$ cat src/rtl/cnt_pkg.sv
// Shared types and elaboration helpers for the BCD modulo counter.
package cnt_pkg;

    typedef logic [3:0] bcd_digit_t;

    localparam int unsigned MAX_DIGITS = 4;
    localparam int unsigned MIN_MODULO = 2;

    function automatic int unsigned pow10(input int unsigned n);
        int unsigned r;
        r = 1;
        for (int unsigned i = 0; i < n; i++) begin
            r = r * 10;
        end
        return r;
    endfunction

    // Packs the low n_digits decimal digits of value as BCD, digit 0 in bits [3:0].
    function automatic logic [4*MAX_DIGITS-1:0] int_to_bcd(input int unsigned value,
                                                           input int unsigned n_digits);
        logic [4*MAX_DIGITS-1:0] res;
        int unsigned             v;
        res = '0;
        v   = value;
        for (int unsigned d = 0; d < MAX_DIGITS; d++) begin
            if (d < n_digits) begin
                res[4*d +: 4] = 4'(v % 10);
                v             = v / 10;
            end
        end
        return res;
    endfunction

    function automatic bit modulo_legal(input int unsigned n_digits, input int unsigned modulo);
        return (n_digits >= 1) && (n_digits <= MAX_DIGITS) &&
               (modulo >= MIN_MODULO) && (modulo <= pow10(n_digits));
    endfunction

endpackage

$ cat src/rtl/bcd_digit_cell.sv
// One BCD digit of next-value logic with ripple carry (up) and borrow (down).
module bcd_digit_cell
    import cnt_pkg::*;
(
    input  bcd_digit_t digit_i,
    input  logic       up_i,
    input  logic       dn_i,
    output bcd_digit_t digit_o,
    output logic       cy_o,
    output logic       bw_o
);

    always_comb begin
        digit_o = digit_i;
        cy_o    = 1'b0;
        bw_o    = 1'b0;
        if (up_i) begin
            if (digit_i >= 4'd9) begin
                digit_o = 4'd0;
                cy_o    = 1'b1;
            end else begin
                digit_o = digit_i + 4'd1;
            end
        end else if (dn_i) begin
            if (digit_i == 4'd0) begin
                digit_o = 4'd9;
                bw_o    = 1'b1;
            end else begin
                digit_o = digit_i - 4'd1;
            end
        end
    end

endmodule

$ cat src/rtl/cnt_mod_bcd.sv
// N-digit BCD modulo counter with cascade up/down, manual adjust, clear and validated load.
module cnt_mod_bcd
    import cnt_pkg::*;
#(
    parameter int unsigned N_DIGITS = 2,
    parameter int unsigned MODULO   = 60
) (
    input  logic                  clk,
    input  logic                  rst,
    input  logic                  CEN,
    input  logic                  DN,
    input  logic                  CLR,
    input  logic                  INC,
    input  logic                  DEC,
    input  logic                  LD,
    input  logic [4*N_DIGITS-1:0] LD_VAL,
    output logic [4*N_DIGITS-1:0] bcd_out,
    output logic                  CA,
    output logic                  BO,
    output logic                  LD_ERR
);

    localparam int unsigned W       = 4 * N_DIGITS;
    localparam bit          MOD_OK  = modulo_legal(N_DIGITS, MODULO);
    localparam logic [W-1:0] MAX_BCD = W'(int_to_bcd(MODULO - 1, N_DIGITS));

    if (!MOD_OK) begin : g_bad_modulo
        $error("cnt_mod_bcd: MODULO must lie in 2..10**N_DIGITS with N_DIGITS in 1..4");
    end

    bcd_digit_t   digit_q    [N_DIGITS];
    bcd_digit_t   step_digit [N_DIGITS];
    logic [W-1:0] cur_bcd;
    logic [W-1:0] step_bcd;
    logic [W-1:0] bcd_d;
    logic         ld_err_q;
    logic         ld_err_d;
    logic         do_up;
    logic         do_dn;
    logic         at_max;
    logic         at_zero;
    logic         ld_digits_ok;
    logic         ld_ok;
    logic         top_cy;
    logic         top_bw;

    always_comb begin
        cur_bcd  = '0;
        step_bcd = '0;
        for (int d = 0; d < N_DIGITS; d++) begin
            cur_bcd[4*d +: 4]  = digit_q[d];
            step_bcd[4*d +: 4] = step_digit[d];
        end
    end

    assign at_max  = (cur_bcd == MAX_BCD);
    assign at_zero = (cur_bcd == '0);

    // Digits are individually checked, so a plain BCD compare orders values correctly.
    always_comb begin
        ld_digits_ok = 1'b1;
        for (int d = 0; d < N_DIGITS; d++) begin
            if (LD_VAL[4*d +: 4] > 4'd9) begin
                ld_digits_ok = 1'b0;
            end
        end
    end

    assign ld_ok = ld_digits_ok && (LD_VAL <= MAX_BCD);

    // Per-digit ripple chain; each stage is its own variable so the chain is not a comb loop.
    for (genvar d = 0; d < N_DIGITS; d++) begin : g_dig
        logic up_l;
        logic dn_l;
        logic cy_l;
        logic bw_l;
        if (d == 0) begin : g_lsd
            assign up_l = do_up;
            assign dn_l = do_dn;
        end else begin : g_chain
            assign up_l = g_dig[d-1].cy_l;
            assign dn_l = g_dig[d-1].bw_l;
        end
        bcd_digit_cell u_cell (
            .digit_i (digit_q[d]),
            .up_i    (up_l),
            .dn_i    (dn_l),
            .digit_o (step_digit[d]),
            .cy_o    (cy_l),
            .bw_o    (bw_l)
        );
    end

    assign top_cy = g_dig[N_DIGITS-1].cy_l;
    assign top_bw = g_dig[N_DIGITS-1].bw_l;

    // Action decode: only CEN steps may raise carry/borrow to the next stage.
    always_comb begin
        do_up = 1'b0;
        do_dn = 1'b0;
        CA    = 1'b0;
        BO    = 1'b0;
        if (!(rst || CLR || LD)) begin
            if (INC && !DEC) begin
                do_up = 1'b1;
            end else if (DEC && !INC) begin
                do_dn = 1'b1;
            end else if (!INC && !DEC && CEN) begin
                do_up = ~DN;
                do_dn = DN;
                CA    = ~DN & at_max;
                BO    = DN & at_zero;
            end
        end
    end

    always_comb begin
        bcd_d    = cur_bcd;
        ld_err_d = 1'b0;
        if (CLR) begin
            bcd_d = '0;
        end else if (LD) begin
            if (ld_ok) begin
                bcd_d = LD_VAL;
            end else begin
                ld_err_d = 1'b1;
            end
        end else if (do_up) begin
            bcd_d = (at_max || top_cy) ? '0 : step_bcd;
        end else if (do_dn) begin
            // Borrow out of the top digit happens exactly when decrementing from zero.
            bcd_d = top_bw ? MAX_BCD : step_bcd;
        end
    end

    always_ff @(posedge clk) begin
        if (rst) begin
            for (int d = 0; d < N_DIGITS; d++) begin
                digit_q[d] <= 4'd0;
            end
            ld_err_q <= 1'b0;
        end else begin
            for (int d = 0; d < N_DIGITS; d++) begin
                digit_q[d] <= bcd_d[4*d +: 4];
            end
            ld_err_q <= ld_err_d;
        end
    end

    assign bcd_out = cur_bcd;
    assign LD_ERR  = ld_err_q;

endmodule

$ cat config.mk
export PLATFORM = sky130hd
export DESIGN_NAME = cnt_mod_bcd
export DESIGN_NICKNAME = d
export VERILOG_FILES = /design/src/rtl/cnt_pkg.sv /design/src/rtl/bcd_digit_cell.sv /design/src/rtl/cnt_mod_bcd.sv
export SDC_FILE = /design/constraint.sdc
export NUM_CORES = 1
export LEC_CHECK = 0
export CORE_MARGIN = 5
export CORE_UTILIZATION = 31
export DETAILED_ROUTE_END_ITERATION = 12
export HOLD_SLACK_MARGIN = 0.08
export MAX_ROUTING_LAYER = met4
export RECOVER_POWER = 100
export SYNTH_ARGS = -nofsm -noshare
export SYNTH_HDL_FRONTEND = slang
export SYNTH_HIERARCHICAL = 1
export SYNTH_SLANG_ARGS = --single-unit
$ cat constraint.sdc
create_clock -name clk -period 2.7 [get_ports clk]
set_input_delay 0.27 -clock clk [delete_from_list [all_inputs] [get_ports clk]]
set_output_delay 0.27 -clock clk [all_outputs]
set_load 0.005 [all_outputs]
# [Word-level counts from Yosys, hierarchy flattened]
# Memories as Yosys holds them, arrays and structs flattened.
# Index checks and enable logic that the tools add are counted.
[totals] ram_bits=8 word_cells=80 reg_bits=1 n_memories=1 latch_bits=0 romBits=0
[mem_list] name="digit_q" depth=2 word_bits=4 read_ports=2 rd_clocked_by_memory_dff=0 write_ports=2 line="cnt_mod_bcd.sv:31" text="bcd_digit_t digit_q [N_DIGITS];"
[classes] muxes=48 bitwise_logic=6 mul=0 eq_ne=1 shifts=0 n_div=0 n_lt_le_gt_ge=5 reduce_logical=14 add_sub_neg=4
[ops] op="two-way mux 8 bit" count=7
[ops] op="two-way mux 4 bit" count=9
[ops] op="two-way mux 1 bit" count=32
[ops] op="adder 4 x 1 -> 4 bit (second input constant)" count=2
[ops] op="equality test 8 x 7 -> 1 bit (second input constant)" count=1
[ops] op=">= comparator 4 bit (second input constant)" count=2
[ops] op="greater-than comparator 4 bit (second input constant)" count=2
[ops] op="less-or-equal comparator 8 x 7 -> 1 bit (second input constant)" count=1
[ops] op="logical NOT 4 bit" count=2
[ops] op="logical NOT 8 bit" count=1
[ops] op="subtractor 4 x 1 -> 4 bit (second input constant)" count=2
[ops] op="logical AND 1 bit" count=5
[ops] op="logical OR 1 bit" count=3
[ops] op="OR reduction 3 bit" count=1
[ops] op="AND 1 bit" count=2
[ops] op="logical NOT 1 bit" count=2
[ops] op="NOT 1 bit" count=2
[ops] op="bitwise OR 1 bit" count=2

# [Logic depth before layout (Yosys ltp)]
[depth] word_depth=17 ltp_mapped=10 mapped_depth_nobuf=10

# [Hierarchy]
# The synthesis kept the hierarchy.
[by_module_without_submodules] module="cnt_mod_bcd" cells_each=72 seq_area_each_um2=180.2 area_per_inst_um2=616.8 n_inst=1
[by_module_without_submodules] module="bcd_digit_cell" cells_each=32 seq_area_each_um2=0.0 area_per_inst_um2=250.2 n_inst=2

# [Worst setup path before layout]
# No wires, ideal clock.
[synth_timing] path_kind="input to register" startpoint="input rst" endpoint="memory digit_q[0][4] (netlist name)" setup_slack_ns=-0.021 path_buffers=0 required_ns=2.639 t_arrival_ns=2.660 path_stages=7 cell_sequence="nor2_1 > nor4b_1 > nor4b_2 > nor4b_2 > nor2_1 > o21bai_1 > a32o_1"
[synth_lines] element="start, declared" line="cnt_mod_bcd.sv:9" text="input logic rst,"
[synth_lines] element="end, declared" line="cnt_mod_bcd.sv:31"

# [Worst setup path after layout]
[layout_timing] startpoint="input INC" endpoint="output CA"
[layout_between] elab_chain_cells=7
[layout_rtl] element="start, declared" line="cnt_mod_bcd.sv:13" text="input logic INC,"
[layout_rtl] element="logical NOT 1 bit" line="cnt_mod_bcd.sv:106, cnt_mod_bcd.sv:108"
[layout_rtl] element="logical AND 1 bit (2 in a row)" line="cnt_mod_bcd.sv:108" text="end else if (!INC && !DEC && CEN) begin"
[layout_rtl] element="two-way mux 1 bit" line="cnt_mod_bcd.sv:108"
[layout_rtl] element="two-way mux 1 bit" line="cnt_mod_bcd.sv:106" text="end else if (DEC && !INC) begin"
[layout_rtl] element="two-way mux 1 bit *" line="cnt_mod_bcd.sv:104" text="if (INC && !DEC) begin"
[layout_rtl] element="two-way mux 1 bit *" line="cnt_mod_bcd.sv:103" text="if (!(rst || CLR || LD)) begin"
[layout_rtl] element="end, declared" line="cnt_mod_bcd.sv:18" text="output logic CA,"
# Every way passes the cells marked *; elsewhere a longest branch is shown, timed or not.

==> results.toml <==
[outcome]
status = "completed"

[route]
drc_errors = 0
wl_per_cell_um = 14.58
wirelength_um = 3281
dr.pass1.iters = 4
drtIter0Drc = 84
viasPerCell = 5.529
ant_nets = 0
vias = 1244

[floorplanning]
die_w_um = 70.04
initial_core_util_pct = 32.71
rows = 21
io_pins = 27
dieHeight_um = 70.04
die_area_mm2 = 0.004905
coreArea_mm2 = 0.003416

[clock_tree]
post_cts_buffers = 0
clk_pin_slew_ps = 60
clk_latency_ps = 260
h-tree-depth = 1
hold_buffers = 0
clock_tree.root_cell = "clkbuf_4"
post_cts_resized = 0
cts_buffer_depth = 2
numCtsBuffers = 3
clock_sinks = 9
cts_tree = "built"

[finish]
utilization_pct = 45.38
final-instance-count-excl-fill = 225
antenna-diode-count = 0
postLayoutCellArea_mm2 = 0.001550
nNetsFinal = 204
fill_cells = 360
multi_input_area_um2 = 868.3
ff_latch_area_um2 = 180.2
drive_above_1_share_pct = 13.41
areaGrowthSynthToFinish_pct = 38.75

[critical_path]
crit_type = "input port to output port"
r2r_setup_slack_ps = 500
cp_max_fo = 4
critPathCaptureType = "output port"
reg2regPathDepth = 10
arrival_ps = 2230
critPathCapture = "CA"
r2r-start = "digit_q[0][0]"
cp-start-kind = "input port"
crit_path_start = "INC"
timing.rr.end = "digit_q[0][1]"
crit_required_ps = 2430

[placed_design]
placedCellCount = 221
place_area_mm2 = 0.001539
place.gp.congestion = 0.9130
pre_cts_slack_ps = 9.516
io_buffers = 26
dpl.hpwl_um = 2690

[global_route]
grt_pass1_wl_um = 5740
antenna_found_initial = 0
overflow = 0
grt_pass1_vias = 1233
grt_usage_pct = 14.23
grt_max_degree = 13

[sta]
maxSlewViolCount = 0
post-route-period-util_pct = 92.42
fin_tns_setup_ps = 0
fin_crit_ps = 2495
fmax_ghz = 0.4008
layout_setup_ws_ps = 204.8
hold_viol = 0
slew_headroom_pct = 58.12
grt_setup_unrepaired = "false"
final-setup-viol-count = 0
max_slew.worst_pin.slew_ps = 622.9
fin_worst_skew_ps = 1.426

[synthesis]
syn_area_per_cell_um2 = 8.216
synth_fp_nets = 160
ys_ff_latch = 9
async_reset_ff_share_pct = 0
synthCells = 136
seq_area_frac_synth_pct = 16.13
synth_cell_types = 41
yosysWarnings = 6
netlist_area_mm2 = 0.001117
synth-edff-count = 0
synthFlopType = "dfxtp_1"

[min_path]
holdCritPathClass = "flip-flop to flip-flop"

[power_and_ir_drop]
p_leak_nw = 0.5918
p_per_area_mw_per_mm2 = 238.4
max-vdd-ir-drop_uv = 222.1

[flow_run]
maxCapViolCount = 0
==> where the power goes <==
part	leakage, nW	internal (mW)	switching, mW
registers	0.0730	0.136	0.00678
clock network	0.0150	0.0571	0.0488
logic	0.504	0.0620	0.0585
total	0.592	0.256	0.114
==> Yosys cell counts (3+ instances only) <==
| cell type | count | area, um^2 |
|---|---|---|
| a21o_1 | 3 | 22.52 |
| a21oi_1 | 13 | 65.06 |
| a32o_1 | 3 | 30.03 |
| a32oi_1 | 3 | 26.28 |
| dfxtp_1 | 9 | 180.2 |
| ha_1 | 8 | 100.1 |
| inv_1 | 11 | 41.29 |
| nand2_1 | 4 | 15.01 |
| nand3_1 | 7 | 35.03 |
| nand4b_1 | 3 | 26.28 |
| nor2_1 | 3 | 11.26 |
| nor3b_1 | 8 | 60.06 |
| o21ai_0 | 7 | 35.03 |
| o21ai_1 | 3 | 15.01 |
| o21bai_1 | 3 | 22.52 |
| o2bb2ai_1 | 3 | 26.28 |
| o31ai_1 | 5 | 37.54 |
| xnor2_1 | 6 | 52.55 |
==> critical path, stage by stage <==
cell	delay, ps
clkdlybuf4s50_1	490
buf_4	190
nor3b_1	230
nand4_1	170
nor3b_1	250
dlygate4sd3_1	610
==> final cells by class <==
| type | count | share of cell area (%) |
|---|---|---|
| tap | 46 | 3.713 |
| timing repair buffer | 43 | 24.05 |
| clock buffer | 4 | 1.695 |
| sequential | 9 | 11.62 |
| multi-input combinational | 111 | 56.01 |
| inverter | 12 | 2.906 |
==> registers in the layout (all words and copies together), names as in the netlist <==
name	count
LD_ERR	1
digit_q	8
==> cells in the final DEF (no fill, tap or decap), types with 3 or more instances in the layout <==
cell | synthesis | final
a21o_1 | 3 | 3
a21oi_1 | 13 | 13
a32o_1 | 3 | 3
a32oi_1 | 3 | 3
buf_4 | 0 | 13
clkbuf_1 | 2 | 5
clkbuf_4 | 0 | 3
clkdlybuf4s50_1 | 0 | 18
dfxtp_1 | 9 | 9
dlygate4sd3_1 | 0 | 8
ha_1 | 8 | 8
inv_1 | 11 | 11
nand2_1 | 4 | 4
nand3_1 | 7 | 7
nand4b_1 | 3 | 3
nor2_1 | 3 | 3
nor3b_1 | 8 | 8
nor4b_2 | 2 | 3
o21ai_0 | 7 | 7
o21ai_1 | 3 | 3
o21bai_1 | 3 | 3
o2bb2ai_1 | 3 | 3
o31ai_1 | 5 | 5
xnor2_1 | 6 | 6
==> stage by stage <==
step / power (mW) / hold slack [ps]
finish: 0.3696 / 538.6
global placement: 0.2658 / 555.3
floorplan: 0.2077 / 474.6
global route: 0.3964 / 569.0
CTS: 0.3737 / 545.8
detailed placement: 0.2679 / 536.6
==> layer usage <==
layer  wire length [um]  track usage (%)  vias up  part of all wire, %
met3                136            1.004       11                  4.1
met4                 82            4.681        0                  2.5
met1               1549            20.02      570                   47
met5                  0                -        -                    0
met2               1512            21.51       42                   46
li1                   -                -      621                    -
==> worst min path at each step <==
stage / from / end / cells past startpoint
finish: digit_q[0][7] / digit_q[0][7] / 1
floorplan: LD_VAL[3] / digit_q[0][3] / 2
global placement: digit_q[0][7] / digit_q[0][7] / 1
detailed placement: digit_q[0][7] / digit_q[0][7] / 1
global route: digit_q[0][7] / digit_q[0][7] / 1
CTS: digit_q[0][7] / digit_q[0][7] / 1
==> logic make-up (layout without fill, tap and decap cells) <==
logic type | Yosys count | after routing | synth area share (%)
buffers and inverters | 16 | 59 | 6.719
AO/OA/AOI/OAI | 54 | 54 | 34.15
multiplexers | 1 | 1 | 0.8959
adder cells (fa/ha/maj) | 8 | 8 | 8.959
XOR/XNOR | 8 | 8 | 6.271
AND/OR/NAND/NOR | 40 | 40 | 26.88
flip-flops | 9 | 9 | 16.13
Power figures use the tool's default switching activity.
